$ cat src/rtl/controller_feeder_if.sv
// Beat memory read port and controller lane bus for the controller feeder.
// Latency: n/a (wires only). Backpressure: din_ready from the controller side.
// Ports: master = feeder side (drives reads, start, lanes); slave = memory/controller side.
interface controller_feeder_if #(
  parameter int N  = 6,
  parameter int DW = 16,
  parameter int AW = 12
);
  // beat memory, 1-cycle read latency
  logic                 mem_rd_en;
  logic [AW-1:0]        mem_addr;
  logic [N*DW-1:0]      mem_rd_data;
  // controller input interface
  logic                 start;
  logic [N-1:0]         weight_en;
  logic                 state;
  logic                 din_valid;
  logic signed [DW-1:0] din_0;
  logic signed [DW-1:0] din_1;
  logic signed [DW-1:0] din_2;
  logic signed [DW-1:0] din_3;
  logic signed [DW-1:0] din_4;
  logic signed [DW-1:0] din_5;
  logic                 din_ready;
  logic [N-1:0]         done;

  modport master (
    output mem_rd_en, mem_addr,
    input  mem_rd_data,
    output start, weight_en, state, din_valid,
    output din_0, din_1, din_2, din_3, din_4, din_5,
    input  din_ready, done
  );

  modport slave (
    input  mem_rd_en, mem_addr,
    output mem_rd_data,
    input  start, weight_en, state, din_valid,
    input  din_0, din_1, din_2, din_3, din_4, din_5,
    output din_ready, done
  );
endinterface

$ cat src/rtl/controller_feeder.sv
// Streams a weight frame then an activation frame from beat memory into the controller's 6 lanes.
// Latency: first din_valid 2 cycles after a phase begins, then up to 1 beat/cycle.
// Backpressure: din_ready stalls lanes; reads throttled so FIFO entries + in-flight reads never exceed 2.
// Ports: clk/rst (async active-high); go, w_base/w_len, a_base/a_len, w_mask job request;
//        bus (master) carries memory reads and controller lanes; busy/finish/timeout status.
module controller_feeder #(
  parameter int N   = 6,
  parameter int DW  = 16,
  parameter int AW  = 12,
  parameter int LW  = 12,
  parameter int TMO = 1024
) (
  input  logic          clk,
  input  logic          rst,
  input  logic          go,
  input  logic [AW-1:0] w_base,
  input  logic [LW-1:0] w_len,
  input  logic [AW-1:0] a_base,
  input  logic [LW-1:0] a_len,
  input  logic [N-1:0]  w_mask,
  controller_feeder_if.master bus,
  output logic          busy,
  output logic          finish,
  output logic          timeout
);

  typedef enum logic [2:0] {
    S_IDLE  = 3'd0,
    S_START = 3'd1,
    S_WLOAD = 3'd2,
    S_ACT   = 3'd3,
    S_DRAIN = 3'd4,
    S_FIN   = 3'd5
  } state_t;

  state_t state_q, state_d;

  // job parameters captured on go
  logic [AW-1:0] w_base_q, a_base_q;
  logic [LW-1:0] w_len_q, a_len_q;
  logic [N-1:0]  mask_q;

  // per-phase progress
  logic [LW-1:0] issued_q;
  logic [LW-1:0] popped_q;
  logic          inflight_q;

  // 2-entry FIFO: head_q is always the oldest entry and drives the lanes
  logic [1:0]      fifo_cnt_q;
  logic [N*DW-1:0] head_q, tail_q;

  logic [31:0] tmo_cnt_q;
  logic        timeout_q;

  logic          in_xfer;
  logic [LW-1:0] cur_len;
  logic [AW-1:0] cur_base;
  logic          din_valid;
  logic          pop, push, last_pop;
  logic [2:0]    occ, cap;
  logic          rd_en;
  logic          done_ok;
  logic          tmo_hit;

  always_comb begin
    in_xfer   = (state_q == S_WLOAD) || (state_q == S_ACT);
    cur_len   = (state_q == S_ACT) ? a_len_q  : w_len_q;
    cur_base  = (state_q == S_ACT) ? a_base_q : w_base_q;
    din_valid = in_xfer && (fifo_cnt_q != 2'd0);
    pop       = din_valid && bus.din_ready;
    push      = inflight_q;
    last_pop  = pop && (popped_q == cur_len - LW'(1));
    // A pop this cycle frees a slot by the time the new read lands, so count it
    // as credit; without it the stream could not reach one beat per cycle.
    occ       = {1'b0, fifo_cnt_q} + {2'b00, inflight_q};
    cap       = 3'd2 + {2'b00, pop};
    rd_en     = in_xfer && (issued_q < cur_len) && (occ < cap);
    done_ok   = (bus.done & mask_q) == mask_q;
    tmo_hit   = (TMO != 0) && (tmo_cnt_q == 32'(TMO - 1));
  end

  // next-state
  always_comb begin
    state_d = state_q;
    unique case (state_q)
      S_IDLE:  if (go) state_d = S_START;
      S_START: begin
        if (w_len_q != '0)      state_d = S_WLOAD;
        else if (a_len_q != '0) state_d = S_ACT;
        else                    state_d = S_DRAIN;
      end
      S_WLOAD: if (last_pop) state_d = (a_len_q != '0) ? S_ACT : S_DRAIN;
      S_ACT:   if (last_pop) state_d = S_DRAIN;
      S_DRAIN: if (done_ok || tmo_hit) state_d = S_FIN;
      S_FIN:   state_d = S_IDLE;
      default: state_d = S_IDLE;
    endcase
  end

  always_ff @(posedge clk or posedge rst) begin
    if (rst) state_q <= S_IDLE;
    else     state_q <= state_d;
  end

  // job latch and sticky timeout
  always_ff @(posedge clk or posedge rst) begin
    if (rst) begin
      w_base_q  <= '0;
      a_base_q  <= '0;
      w_len_q   <= '0;
      a_len_q   <= '0;
      mask_q    <= '0;
      timeout_q <= 1'b0;
    end else if (state_q == S_IDLE && go) begin
      w_base_q  <= w_base;
      a_base_q  <= a_base;
      w_len_q   <= w_len;
      a_len_q   <= a_len;
      mask_q    <= w_mask;
      timeout_q <= 1'b0;
    end else if (state_q == S_DRAIN && !done_ok && tmo_hit) begin
      timeout_q <= 1'b1;
    end
  end

  // Counters restart at each phase boundary so the next phase refetches from its own base.
  always_ff @(posedge clk or posedge rst) begin
    if (rst) begin
      issued_q   <= '0;
      popped_q   <= '0;
      inflight_q <= 1'b0;
    end else begin
      inflight_q <= rd_en;
      if (!in_xfer || last_pop) begin
        issued_q <= '0;
        popped_q <= '0;
      end else begin
        if (rd_en) issued_q <= issued_q + LW'(1);
        if (pop)   popped_q <= popped_q + LW'(1);
      end
    end
  end

  // The head only changes when popped or when an empty FIFO receives a beat,
  // so the lanes never move while a beat is presented but not yet taken.
  always_ff @(posedge clk or posedge rst) begin
    if (rst) begin
      fifo_cnt_q <= 2'd0;
      head_q     <= '0;
      tail_q     <= '0;
    end else begin
      unique case (fifo_cnt_q)
        2'd0: begin
          if (push) begin
            head_q     <= bus.mem_rd_data;
            fifo_cnt_q <= 2'd1;
          end
        end
        2'd1: begin
          unique case ({push, pop})
            2'b11: head_q <= bus.mem_rd_data;
            2'b10: begin
              tail_q     <= bus.mem_rd_data;
              fifo_cnt_q <= 2'd2;
            end
            2'b01: fifo_cnt_q <= 2'd0;
            default: ;
          endcase
        end
        2'd2: begin
          if (pop) begin
            head_q <= tail_q;
            if (push) tail_q     <= bus.mem_rd_data;
            else      fifo_cnt_q <= 2'd1;
          end
        end
        default: fifo_cnt_q <= 2'd0;
      endcase
    end
  end

  always_ff @(posedge clk or posedge rst) begin
    if (rst)                    tmo_cnt_q <= '0;
    else if (state_q != S_DRAIN) tmo_cnt_q <= '0;
    else                        tmo_cnt_q <= tmo_cnt_q + 32'd1;
  end

  // read port is quiet (address 0) whenever no read is issued
  assign bus.mem_rd_en = rd_en;
  assign bus.mem_addr  = rd_en ? (cur_base + AW'(issued_q)) : '0;

  assign bus.start     = (state_q == S_START);
  assign bus.weight_en = (state_q == S_WLOAD) ? mask_q : '0;
  assign bus.state     = (state_q == S_ACT) || (state_q == S_DRAIN);
  assign bus.din_valid = din_valid;
  assign bus.din_0     = head_q[0*DW +: DW];
  assign bus.din_1     = head_q[1*DW +: DW];
  assign bus.din_2     = head_q[2*DW +: DW];
  assign bus.din_3     = head_q[3*DW +: DW];
  assign bus.din_4     = head_q[4*DW +: DW];
  assign bus.din_5     = head_q[5*DW +: DW];

  assign busy    = (state_q != S_IDLE);
  assign finish  = (state_q == S_FIN);
  assign timeout = timeout_q;

endmodule

$ cat src/flat_wrapper.sv
// flat-port wrapper written by rule: the top's interface ports become plain ports
module controller_feeder_flat 
#(
  parameter int N   = 6,
  parameter int DW  = 16,
  parameter int AW  = 12,
  parameter int LW  = 12,
  parameter int TMO = 1024
)
  (clk, rst, go, w_base, w_len, a_base, a_len, w_mask, busy, finish, timeout, bus_mem_rd_en, bus_mem_addr, bus_mem_rd_data, bus_start, bus_weight_en, bus_state, bus_din_valid, bus_din_0, bus_din_1, bus_din_2, bus_din_3, bus_din_4, bus_din_5, bus_din_ready, bus_done);
  controller_feeder_if #(.N(N), .DW(DW), .AW(AW)) bus_i ();
  input  logic clk;
  input  logic rst;
  input  logic go;
  input  logic [AW-1:0] w_base;
  input  logic [LW-1:0] w_len;
  input  logic [AW-1:0] a_base;
  input  logic [LW-1:0] a_len;
  input  logic [N-1:0] w_mask;
  output logic busy;
  output logic finish;
  output logic timeout;
  output wire logic [$bits(bus_i.mem_rd_en)-1:0] bus_mem_rd_en;
  output wire logic [$bits(bus_i.mem_addr)-1:0] bus_mem_addr;
  input wire logic [$bits(bus_i.mem_rd_data)-1:0] bus_mem_rd_data;
  output wire logic [$bits(bus_i.start)-1:0] bus_start;
  output wire logic [$bits(bus_i.weight_en)-1:0] bus_weight_en;
  output wire logic [$bits(bus_i.state)-1:0] bus_state;
  output wire logic [$bits(bus_i.din_valid)-1:0] bus_din_valid;
  output wire logic [$bits(bus_i.din_0)-1:0] bus_din_0;
  output wire logic [$bits(bus_i.din_1)-1:0] bus_din_1;
  output wire logic [$bits(bus_i.din_2)-1:0] bus_din_2;
  output wire logic [$bits(bus_i.din_3)-1:0] bus_din_3;
  output wire logic [$bits(bus_i.din_4)-1:0] bus_din_4;
  output wire logic [$bits(bus_i.din_5)-1:0] bus_din_5;
  input wire logic [$bits(bus_i.din_ready)-1:0] bus_din_ready;
  input wire logic [$bits(bus_i.done)-1:0] bus_done;
  assign bus_mem_rd_en = bus_i.mem_rd_en;
  assign bus_mem_addr = bus_i.mem_addr;
  assign bus_i.mem_rd_data = bus_mem_rd_data;
  assign bus_start = bus_i.start;
  assign bus_weight_en = bus_i.weight_en;
  assign bus_state = bus_i.state;
  assign bus_din_valid = bus_i.din_valid;
  assign bus_din_0 = bus_i.din_0;
  assign bus_din_1 = bus_i.din_1;
  assign bus_din_2 = bus_i.din_2;
  assign bus_din_3 = bus_i.din_3;
  assign bus_din_4 = bus_i.din_4;
  assign bus_din_5 = bus_i.din_5;
  assign bus_i.din_ready = bus_din_ready;
  assign bus_i.done = bus_done;
  controller_feeder #(.N(N), .DW(DW), .AW(AW), .LW(LW), .TMO(TMO)) u_core (.clk(clk), .rst(rst), .go(go), .w_base(w_base), .w_len(w_len), .a_base(a_base), .a_len(a_len), .w_mask(w_mask), .bus(bus_i), .busy(busy), .finish(finish), .timeout(timeout));
endmodule
$ cat config.mk
export PLATFORM = sky130hd
export DESIGN_NAME = controller_feeder_flat
export DESIGN_NICKNAME = d
export VERILOG_FILES = /design/src/rtl/controller_feeder_if.sv /design/src/rtl/controller_feeder.sv /design/src/flat_wrapper.sv
export SDC_FILE = /design/constraint.sdc
export NUM_CORES = 1
export LEC_CHECK = 0
export CAP_MARGIN = 10
export CORE_MARGIN = 2
export CORE_UTILIZATION = 57
export CTS_CLUSTER_DIAMETER = 200
export DETAILED_ROUTE_END_ITERATION = 6
export PLACE_DENSITY = 0.87
export SYNTH_ARGS = -nofsm -noshare
export SYNTH_HDL_FRONTEND = slang
export SYNTH_SLANG_ARGS = --single-unit
$ cat constraint.sdc
create_clock -name clk -period 28.2 [get_ports clk]
set_input_delay 4.23 -clock clk [delete_from_list [all_inputs] [get_ports clk]]
set_output_delay 4.23 -clock clk [all_outputs]
set_load 0.02 [all_outputs]
==> run metrics, run 1 <==
hold path depth=2; clock skew=around 0.032 ns; total wire length=37400 um; hpwl dp=24800 um; Max Cap Viol=0; f_max=89.1 MHz; Max clock buf depth=3; Final Instance Count excl. Fillers=1960; Crit Path Class=input pin to output port; synthesized area=14900 um2; Clock transition at path regs=0.05 ns; Post-CTS Hold Buffers=0; global-route wire length before repair=59200 um; Hold Crit Class=flop to flop; I/O Pins=281; worst r2r dst=u_core.tail_q[4]$_DFFE_PP0P_; Worst EP arrival=6.99 ns; crit path time final=11.22 ns; Reg2Reg Setup Slack=24.16 ns; Fin Hold WS=0.480 ns; Starting Density=0.576; final net count=between 1500 and 2000; chip width=approximately 170 um; min-delay src=u_core.head_q[4]$_DFFE_PP0P_; Synthesized Nets=1537; GR met3 Demand/Resource=0.0964; met1 usage=0.326; Max Slew Vio Count=0; slew margin rel.=0.292; vias in the first global route=11500; Post-CTS Setup Bufs=0; initial antenna violation count=1; outcome=completed; Post-Syn Instances=1348; crit path max fanout=14; RD Place Congestion=0.884; overall routing resource usage=0.275; clk root buf=clkbuf_16; DR iter-0 viols=710; Fin. Hold Viols=0; via count=11100; routed len/inst=19.1 um; Mapped Avg Cell Area=~11 um2; post-CTS sizing=0; Die ar.=27400 um2; largest net degree at the start of global routing=119; core outline area=25800 um2; Top FF cell, synth=dfrtp_1; FP Rows=59; DRC=0; TritonRoute pass-1 iters=5; leakage power=0.00800 uW; Critical Path Start Type=input pin; grt met2 use=0.468; clock latency on the worst-skew pair=between 0.5 and 0.6 ns; via/cell ratio=5.68; Synth cell types=61; worst slew pin tran=1.06 ns; maximum vdd ir drop=slightly above 0.1 mV; n_diodes=0; #FFs+latches synth=309; CP Capture Type=output port; H-tree level count=2; Port Buffer Count=280; total grt overflow=0; Clock Sinks=309; GRT Max-Usage Layer=met2; proportion of layout cells with a drive suffix above 1=0.141; Layout area overhead=27.8%; Final TNS setup=0 ns; Die Span Y=166 um; Num CTS Buffers=34; Worst Reg-to-Reg Cells=6; CTS tree=done; EDFF count, synth=0; final worst path period share=0.398; Routed Antenna Nets=0; placed cells=1901; # setup viols final=0; sequential share of the synthesized area=0.520; RR Startpoint=u_core.state_q[2]$_DFFE_PP0P_; WP data required=23.97 ns; fraction of registers with async set/reset=1.00; Worst Hold End=u_core.head_q[4]$_DFFE_PP0P_; synth warn=0; power per cell area=120 nW/um2; unrepaired setup endpoints after global routing=false; Pwr Total=roughly 2300 uW
## kinds of logic (layout without fill, tap and decap cells)
family	Yosys count	count (layout)	synth area share
simple gates	408	408	0.127
flops	309	309	0.520
mux	255	255	0.186
compound gates	173	173	0.0695
buf+inv	98	375	0.0287
xor+xnor	76	76	0.0447
fa+ha+maj	29	29	0.0249
## how the worst max path moves through the flow
stage,startpoint,endpoint,slack (ns),cells after the start
after floorplan,rst,u_core.a_base_q[0]$_DFFE_PP0P_,15.43,1
after global placement,bus_din_ready,bus_mem_addr[0],17.02,8
after detailed placement,bus_din_ready,bus_mem_addr[0],16.97,8
after CTS,bus_din_ready,bus_mem_addr[0],16.98,8
after global routing,bus_din_ready,bus_mem_addr[0],16.79,8
final,bus_din_ready,bus_mem_addr[0],16.98,8
## Yosys cell counts, types with 4 or more instances
library cell  instances  share of area
clkbuf_1             50          0.013
buf_2                17         0.0057
mux2i_2               4         0.0037
nand3_1              17         0.0057
nand4_1              23         0.0097
xnor2_1              47          0.028
mux2_2              144           0.11
xor2_1               29          0.017
or3_1                 7         0.0029
nand2_1             169          0.043
dfrtp_1             309           0.52
a21oi_1              16         0.0054
nor2b_1               7         0.0029
or2_2                 4         0.0017
nor3_1               32          0.011
o22ai_1               5         0.0021
and2_1                7         0.0029
o21ai_0             118          0.040
inv_1                24         0.0061
nand3b_1              4         0.0020
nor2_1               90          0.023
and4_1                5         0.0029
ha_1                 28          0.024
nor4_1               16         0.0067
mux2i_1             106          0.071
and3_1               13         0.0055
## per-layer routing
metal,part of all wire,vias up
met5,0.00035,-
met4,0.033,2
met3,0.090,89
met2,0.49,360
met1,0.38,5461
li1,-,5214
## stage by stage
stage	util	setup WS, ns	area (um2)
2_1_floorplan	-	15.43	14900
3_3_place_gp	0.693	17.02	17900
3_5_place_dp	0.693	16.97	17900
4_1_cts	0.736	16.98	19000
5_1_grt	0.736	16.79	19000
6_report	0.736	16.98	19000
## worst max-delay path: stages
cell             delay [ns]
clkdlybuf4s50_1        0.50
nand3b_1               0.17
o21ai_0                0.33
nand2_1                0.28
or2_2                  0.50
inv_1                  0.22
and2_1                 0.16
clkdlybuf4s50_1        0.60
## layout by cell type, fill, tap and decap left out, drive strengths merged, types with 8 or more instances in the layout
cell type	count
nor4	16
and3	13
nor2	90
xor2	29
nor3	32
dfrtp	309
buf	12
o21ai	120
and2	8
inv	27
nand2	169
a21oi	16
nand3	17
xnor2	47
mux2i	111
nand4	23
clkdlybuf4s50	280
ha	28
mux2	144
clkbuf	45
## cell type report
class | count | area, um2
flip-flops and latches | 309 | 7730
well taps | 335 | 419
inverters | 24 | 97.6
clock buffers | 45 | 932
repair buffers | 292 | 2890
fillers | 1727 | 6830
clock inverters | 14 | 178
multi-input cells | 941 | 6760
## power breakdown
| group | switching (uW) | internal (uW) | total (uW) |
|---|---|---|---|
| sequential | 133 | 635 | 769 |
| combinational | 585 | 493 | 1080 |
| clock | 187 | 255 | 442 |
## state kept, by name, summed over array words and instances, names as in the netlist, 12 cells and up
signal            count
u_core.a_base_q      12
u_core.a_len_q       12
u_core.head_q        96
u_core.issued_q      12
u_core.popped_q      12
u_core.tail_q        96
u_core.tmo_cnt_q     32
u_core.w_base_q      12
u_core.w_len_q       12
Note: power is estimated with default switching activity, not from simulation.
==> run 2: changes to the inputs <==
Settings changed: CORE_UTILIZATION 57 to 48, PLACE_DENSITY 0.87 to 0.78.
Clock period 28.2 ns to 10.2 ns, I/O delays scaled along.
==> run 2 against run 1 <==
Largest cell class unchanged. Critical path depth grew 4. Worst setup slack worse by 13 ns. Wire length fell by 5.1%. Utilization fell by 11 points. Sequential power rose to 2.8 times the previous value. Global-route usage down 6.0 points. Worst hold slack worse by 0.0064 ns. Count of clock-buffer cells in the layout increased by 2. Clock power rose to 2.8 times the previous value. Sequential share of layout area decreased by 0.29 points. First-iteration DRC count is 11% lower. Combinational power grew to 2.7 times the previous value.
==> run metrics, run 2 (same netlist as run 1, synthesis figures left out) <==
total wire length=35500 um (-5.1%); Register Area=7730 um2 (unchanged); RD Place Congestion=0.891 (+0.75%); CTS tree=done; Worst EP arrival=4.85 ns (-2.14 ns); f_max=between 150 and 200 MHz; crit path time final=between 6 and 7 ns; via/cell ratio=5.40 (-4.9%); Max Slew Vio Count=0 (unchanged); initial antenna violation count=4 (+3); leakage power=0.00804 uW (+0.46%); power per cell area=329 nW/um2 (+170%); grt met2 use=0.336 (-0.132); chip width=180 um (+8.8%); most frequent cells in the layout=dfrtp_1 (309), clkdlybuf4s50_1 (280), nand2_1 (169); Layout area overhead=28.7%; Port Buffer Count=280 (unchanged); Crit Path Class=flop to output port; maximum vdd ir drop=0.180 mV (+77%); clock latency on the worst-skew pair=0.51 ns (-0.02 ns); Final TNS setup=0 ns (unchanged); proportion of layout cells with a drive suffix above 1=0.142 (+0.00149); global-route wire length before repair=57800 um (-2.5%); Starting Density=0.486 (-0.0894); post-CTS sizing=0 (unchanged); Post-CTS Setup Bufs=0 (unchanged); Clock transition at path regs=0.06 ns (about the same); clock skew=0.0241 ns (-0.00821 ns); Post-CTS Hold Buffers=0 (unchanged); TritonRoute pass-1 iters=5 (unchanged); Max Cap Viol=0 (unchanged); crit path max fanout=32 (+18); Routed Antenna Nets=0 (unchanged); Die Span Y=180 um (+8.8%); met1 usage=0.275 (-0.0511); hpwl dp=24100 um (-2.9%); routed len/inst=17.6 um (-7.9%); largest net degree at the start of global routing=187 (+57%); vias in the first global route=11100 (-2.8%); Final Instance Count excl. Fillers=2020 (+3.1%); outcome=completed; final worst path period share=0.625; overall routing resource usage=0.215 (-0.0596); Crit path buffers/inverters=3 (unchanged); slew margin rel.=0.293 (+0.000872); GRT Max-Usage Layer=met2; Critical Path Start Type=flop; Fin. Hold Viols=0 (unchanged); Largest regs=u_core.head_q x96, u_core.tail_q x96, u_core.tmo_cnt_q x32; core outline area=30600 um2 (+18%); multi-input combinational cell area=6760 um2 (unchanged); # fillers=2409 (+39%); # setup viols final=0 (unchanged); CP cell instances=and3b_1 > buf_4 > mux2i_1 > ha_1 > nand4_1 > nor4_1 > o31ai_1 > a31oi_1 > or2_2 > inv_1 > and2_1 > clkdlybuf4s50_1; final net count=1792 (+0.056%); H-tree level count=2 (unchanged); DR iter-0 viols=632 (-11%); Num CTS Buffers=36 (+5.9%); Worst path max stage delay=0.67 ns (+0.07 ns); unrepaired setup endpoints after global routing=false; worst slew pin tran=1.06 ns (-0.00131 ns); Clock Sinks=309 (unchanged); clk root buf=clkbuf_16; Die ar.=32400 um2 (+18%); DRC=0 (unchanged); I/O Pins=281 (unchanged); Max clock buf depth=3 (unchanged); most common cell after layout, fill and taps aside=dfrtp_1; placed cells=1961 (+3.2%); WP data required=8.67 ns (-15.30 ns); Slowest-stage cell, CP=a31oi_1; total grt overflow=0 (unchanged); CP Capture Type=output port; via count=10900 (-2.0%); Hold Crit Class=flop to flop; GR met3 Demand/Resource=0.0958 (-0.000607); Fin Hold WS=0.474 ns (-0.00639 ns); critical path's top delay family=simple AND/OR/NAND/NOR gates; FP Rows=64 (+8.5%)
run 2: cell count changes in the layout (fill, tap and decap cells not counted), sizes merged:
cell	delta
clkinvlp	-2
inv	-1
clkinv	-1
clkbuf	+2
diode	+2
buf	-1
run 2: layout make-up:
type | count | area share
inverters | 24 | 0.00510
flip-flops and latches | 309 | 0.404
well taps | 396 | 0.0259
clock inverters | 10 | 0.00660
repair buffers | 291 | 0.151
multi-input cells | 941 | 0.353
clock buffers | 47 | 0.0539
diodes | 2 | 0.000261
run 2: per-stage QoR:
stage	instance area [um2]	worst slack (ns)	total power (uW)	util
2_1_floorplan	14900	0.126	4020	-
5_1_grt	19100	3.56	6710	0.626
4_1_cts	19100	3.85	6360	0.626
3_5_place_dp	18000	4.38	5070	0.588
6_report	19100	3.82	6300	0.626
3_3_place_gp	18000	4.58	4970	0.588
run 2: worst reg2reg max path, cell delays in order, from the launching register on:
cell and delay, ns:
dfrtp_1 0.65, and3b_1 0.23, buf_4 0.41, mux2i_1 0.40, ha_1 0.18, nand4_1 0.12, nor4_1 0.29, o31ai_1 0.11
a31oi_1 0.67, or2_2 0.45, mux2i_1 0.22, nor2_1 0.05
run 2: report_power, final:
part | internal [uW] | leakage, uW | switching, uW
Sequential | 1760 | 0.00382 | 370
Clock | 761 | 0.000568 | 493
Combinational | 1360 | 0.00364 | 1560
Total | 3880 | 0.00804 | 2420
run 2: worst paths after layout:
| check | startpoint | endpoint | slack [ns] | cells after the start |
|---|---|---|---|---|
| max reg2reg | u_core.state_q[0]$_DFFE_PP0P_ | u_core.issued_q[1]$_DFFE_PP0P_ | 6.31 | 11 |
| min reg2reg | u_core.head_q[51]$_DFFE_PP0P_ | u_core.head_q[51]$_DFFE_PP0P_ | 0.47 | 2 |
| min | u_core.head_q[51]$_DFFE_PP0P_ | u_core.head_q[51]$_DFFE_PP0P_ | 0.47 | 2 |
| max | u_core.state_q[0]$_DFFE_PP0P_ | bus_mem_addr[0] | 3.82 | 12 |
| min in group asynchronous | rst | u_core.head_q[10]$_DFFE_PP0P_ | 1.57 | 2 |
| max in group asynchronous | rst | u_core.head_q[76]$_DFFE_PP0P_ | 7.10 | 3 |
run 2: metal layers:
layer  up-vias  part of all wire
met5         -           0.00037
met4         2             0.023
met3        64              0.11
met2       376              0.45
met1      5243              0.41
li1       5223                 -
==> run 3: changes to the inputs <==
Clock period 10.2 ns to 5.1 ns, I/O delays scaled along.
==> run 3 against run 2 <==
Wire length increased by 1.7%. Via count grew 0.37%. Critical path depth grew 1. Utilization rose by 0.29 points. Clock power is 99% higher.
==> run metrics, run 3 (same netlist as run 1, synthesis figures left out) <==
leakage power=0.00808 uW (+0.58%); hold path depth=1 (-1); Max Slew Vio Count=0 (unchanged); # setup viols final=0 (unchanged); initial antenna violation count=3 (-1); Register Area=7730 um2 (about the same); Final TNS setup=0 ns (unchanged); outcome=completed; Starting Density=0.486 (unchanged); clock skew=0.0241 ns (-0.00000550 ns); DRC=0 (unchanged); n_diodes=0 (-2); TritonRoute pass-1 iters=5 (unchanged); maximum vdd ir drop=0.391 mV (+120%); clock latency on the worst-skew pair=0.53 ns (+0.02 ns); hpwl dp=24700 um (+2.4%); I/O Pins=281 (unchanged); worst slew pin tran=1.12 ns (+0.0585 ns); min-delay src=u_core.tmo_cnt_q[0]$_DFF_PP0_; Fin. Hold Viols=0 (unchanged); DR iter-0 viols=554 (-12%); Die ar.=32400 um2 (unchanged); unrepaired setup endpoints after global routing=false; overall routing resource usage=0.223 (+0.00711); WP data required=4.34 ns (-4.33 ns); slew margin rel.=0.252 (-0.0406); largest net degree at the start of global routing=193 (+3.2%); Worst Reg-to-Reg Cells=10 (-1); crit path time final=4.87 ns; Worst Hold End=u_core.tmo_cnt_q[0]$_DFF_PP0_; global-route wire length before repair=59300 um (+2.7%); via/cell ratio=5.40 (about the same); Hold Crit Class=flop to flop; Clock transition at path regs=0.06 ns (about the same); worst slack at placement=0.308 ns (-4.08 ns); RR Startpoint=u_core.state_q[2]$_DFFE_PP0P_; multi-input combinational cell area=6770 um2 (+0.20%); CP Capture Type=output port; CTS tree=done; total grt overflow=0 (unchanged); proportion of layout cells with a drive suffix above 1=0.148 (+0.00587); Clock Sinks=309 (unchanged); f_max=around 210 MHz; finished layout cell area=19200 um2 (+0.46%); Routed Antenna Nets=0 (unchanged); clk root buf=clkbuf_16; via count=10900 (+0.37%); Final Instance Count excl. Fillers=2028 (+0.40%); crit path launch=u_core.state_q[2]$_DFFE_PP0P_; Final WS setup=0.226 ns (-3.60 ns); power per cell area=659 nW/um2 (+100%); total wire length=36100 um (+1.7%); worst r2r dst=u_core.issued_q[9]$_DFFE_PP0P_; H-tree level count=2 (unchanged); core outline area=30600 um2 (unchanged); Reg2Reg Setup Slack=1.26 ns (-5.05 ns); final worst path period share=0.956; most frequent cells in the layout=dfrtp_1 (308), clkdlybuf4s50_1 (278), nand2_1 (169); Layout area overhead=29.3%; FP Rows=64 (unchanged); Worst EP arrival=4.11 ns (-0.74 ns); Largest regs=u_core.head_q x96, u_core.tail_q x96, u_core.tmo_cnt_q x32; Fin Hold WS=0.471 ns (-0.00248 ns); vias in the first global route=11300 (+1.6%); Max Cap Viol=0 (unchanged); crit path max fanout=17 (-47%); Port Buffer Count=280 (unchanged); # fillers=2397 (-0.50%); RD Place Congestion=0.888 (-0.26%); Die Span Y=180 um (unchanged); Crit Path Class=flop to output port; Critical Path Start Type=flop; final net count=1797 (+0.28%); Num CTS Buffers=34 (-5.6%); Max clock buf depth=3 (unchanged); routed len/inst=17.8 um (+1.3%); placed inst area=18000 um2 (+0.35%); placed cells=1965 (+0.20%); most common cell after layout, fill and taps aside=dfrtp_1; chip width=180 um (unchanged)
==> run 3: cell count changes in the layout (fill, tap and decap cells not counted), moves of 2 or more <==
cell / change
buf_12: +3
buf_4: +3
clkbuf_1: +3
clkbuf_8: +3
clkdlybuf4s50_1: -2
diode_2: -2
dlygate4sd2_1: +2
inv_8: -2
==> run 3: worst max path at each step <==
stage,endpoint,slack (ns),depth (start not counted)
global placement,bus_mem_addr[11],0.29,12
floorplan,u_core.a_base_q[0]$_DFFE_PP0P_,0.22,1
CTS,bus_mem_addr[8],0.0005,13
detailed placement,bus_mem_addr[11],0.31,12
finish,bus_mem_addr[10],0.23,13
global route,bus_mem_addr[0],0.002,14
==> run 3: where the power goes <==
| group | switching, uW | internal (uW) |
|---|---|---|
| Combinational | 3160 | 2770 |
| Sequential | 734 | 3510 |
| Clock | 1000 | 1490 |
| Total | 4900 | 7780 |
==> run 3: through the flow <==
| step | power [uW] | util |
|---|---|---|
| floorplan | 8050 | - |
| global placement | 10000 | 0.590 |
| detailed placement | 10200 | 0.590 |
| CTS | 12800 | 0.628 |
| global route | 13500 | 0.629 |
| finish | 12700 | 0.629 |
==> run 3: worst max-delay path, stage by stage (launching register included) <==
cell and delay (ns):
dfrtp_1 0.46, and3b_2 0.36, buf_6 0.23, buf_4 0.26, nand2_1 0.08, nand2_1 0.06, ha_1 0.28, o21ai_0 0.13
a21oi_1 0.13, o21ai_0 0.23, a21oi_1 0.18, or3_1 0.39, a31oi_1 0.18, clkdlybuf4s50_1 0.63
==> run 3: layout make-up <==
class	instances	area share
sequential	309	0.402
multi-input combinational	941	0.352
timing repair buffer	298	0.155
clock buffer	52	0.0551
tap	396	0.0258
inverter	24	0.00488
clock inverter	8	0.00468
==> run 3: repair_timing <==
| item | CTS | global route |
|---|---|---|
| hold buffers | 0 | 0 |
| pin swaps | 0 | 0 |
| buffers inserted | 3 | 0 |
| gates resized for setup | 4 | 5 |
| endpoints found under the setup margin | 13 | 11 |
==> run 3: metal layers <==
layer  vias up  routed length, um  GRT usage
met1      5343              15100      0.287
met2       316              16400      0.348
met5         -                 27          0
met3        69               3670     0.0907
li1       5216                  -          -
met4         4                933     0.0623
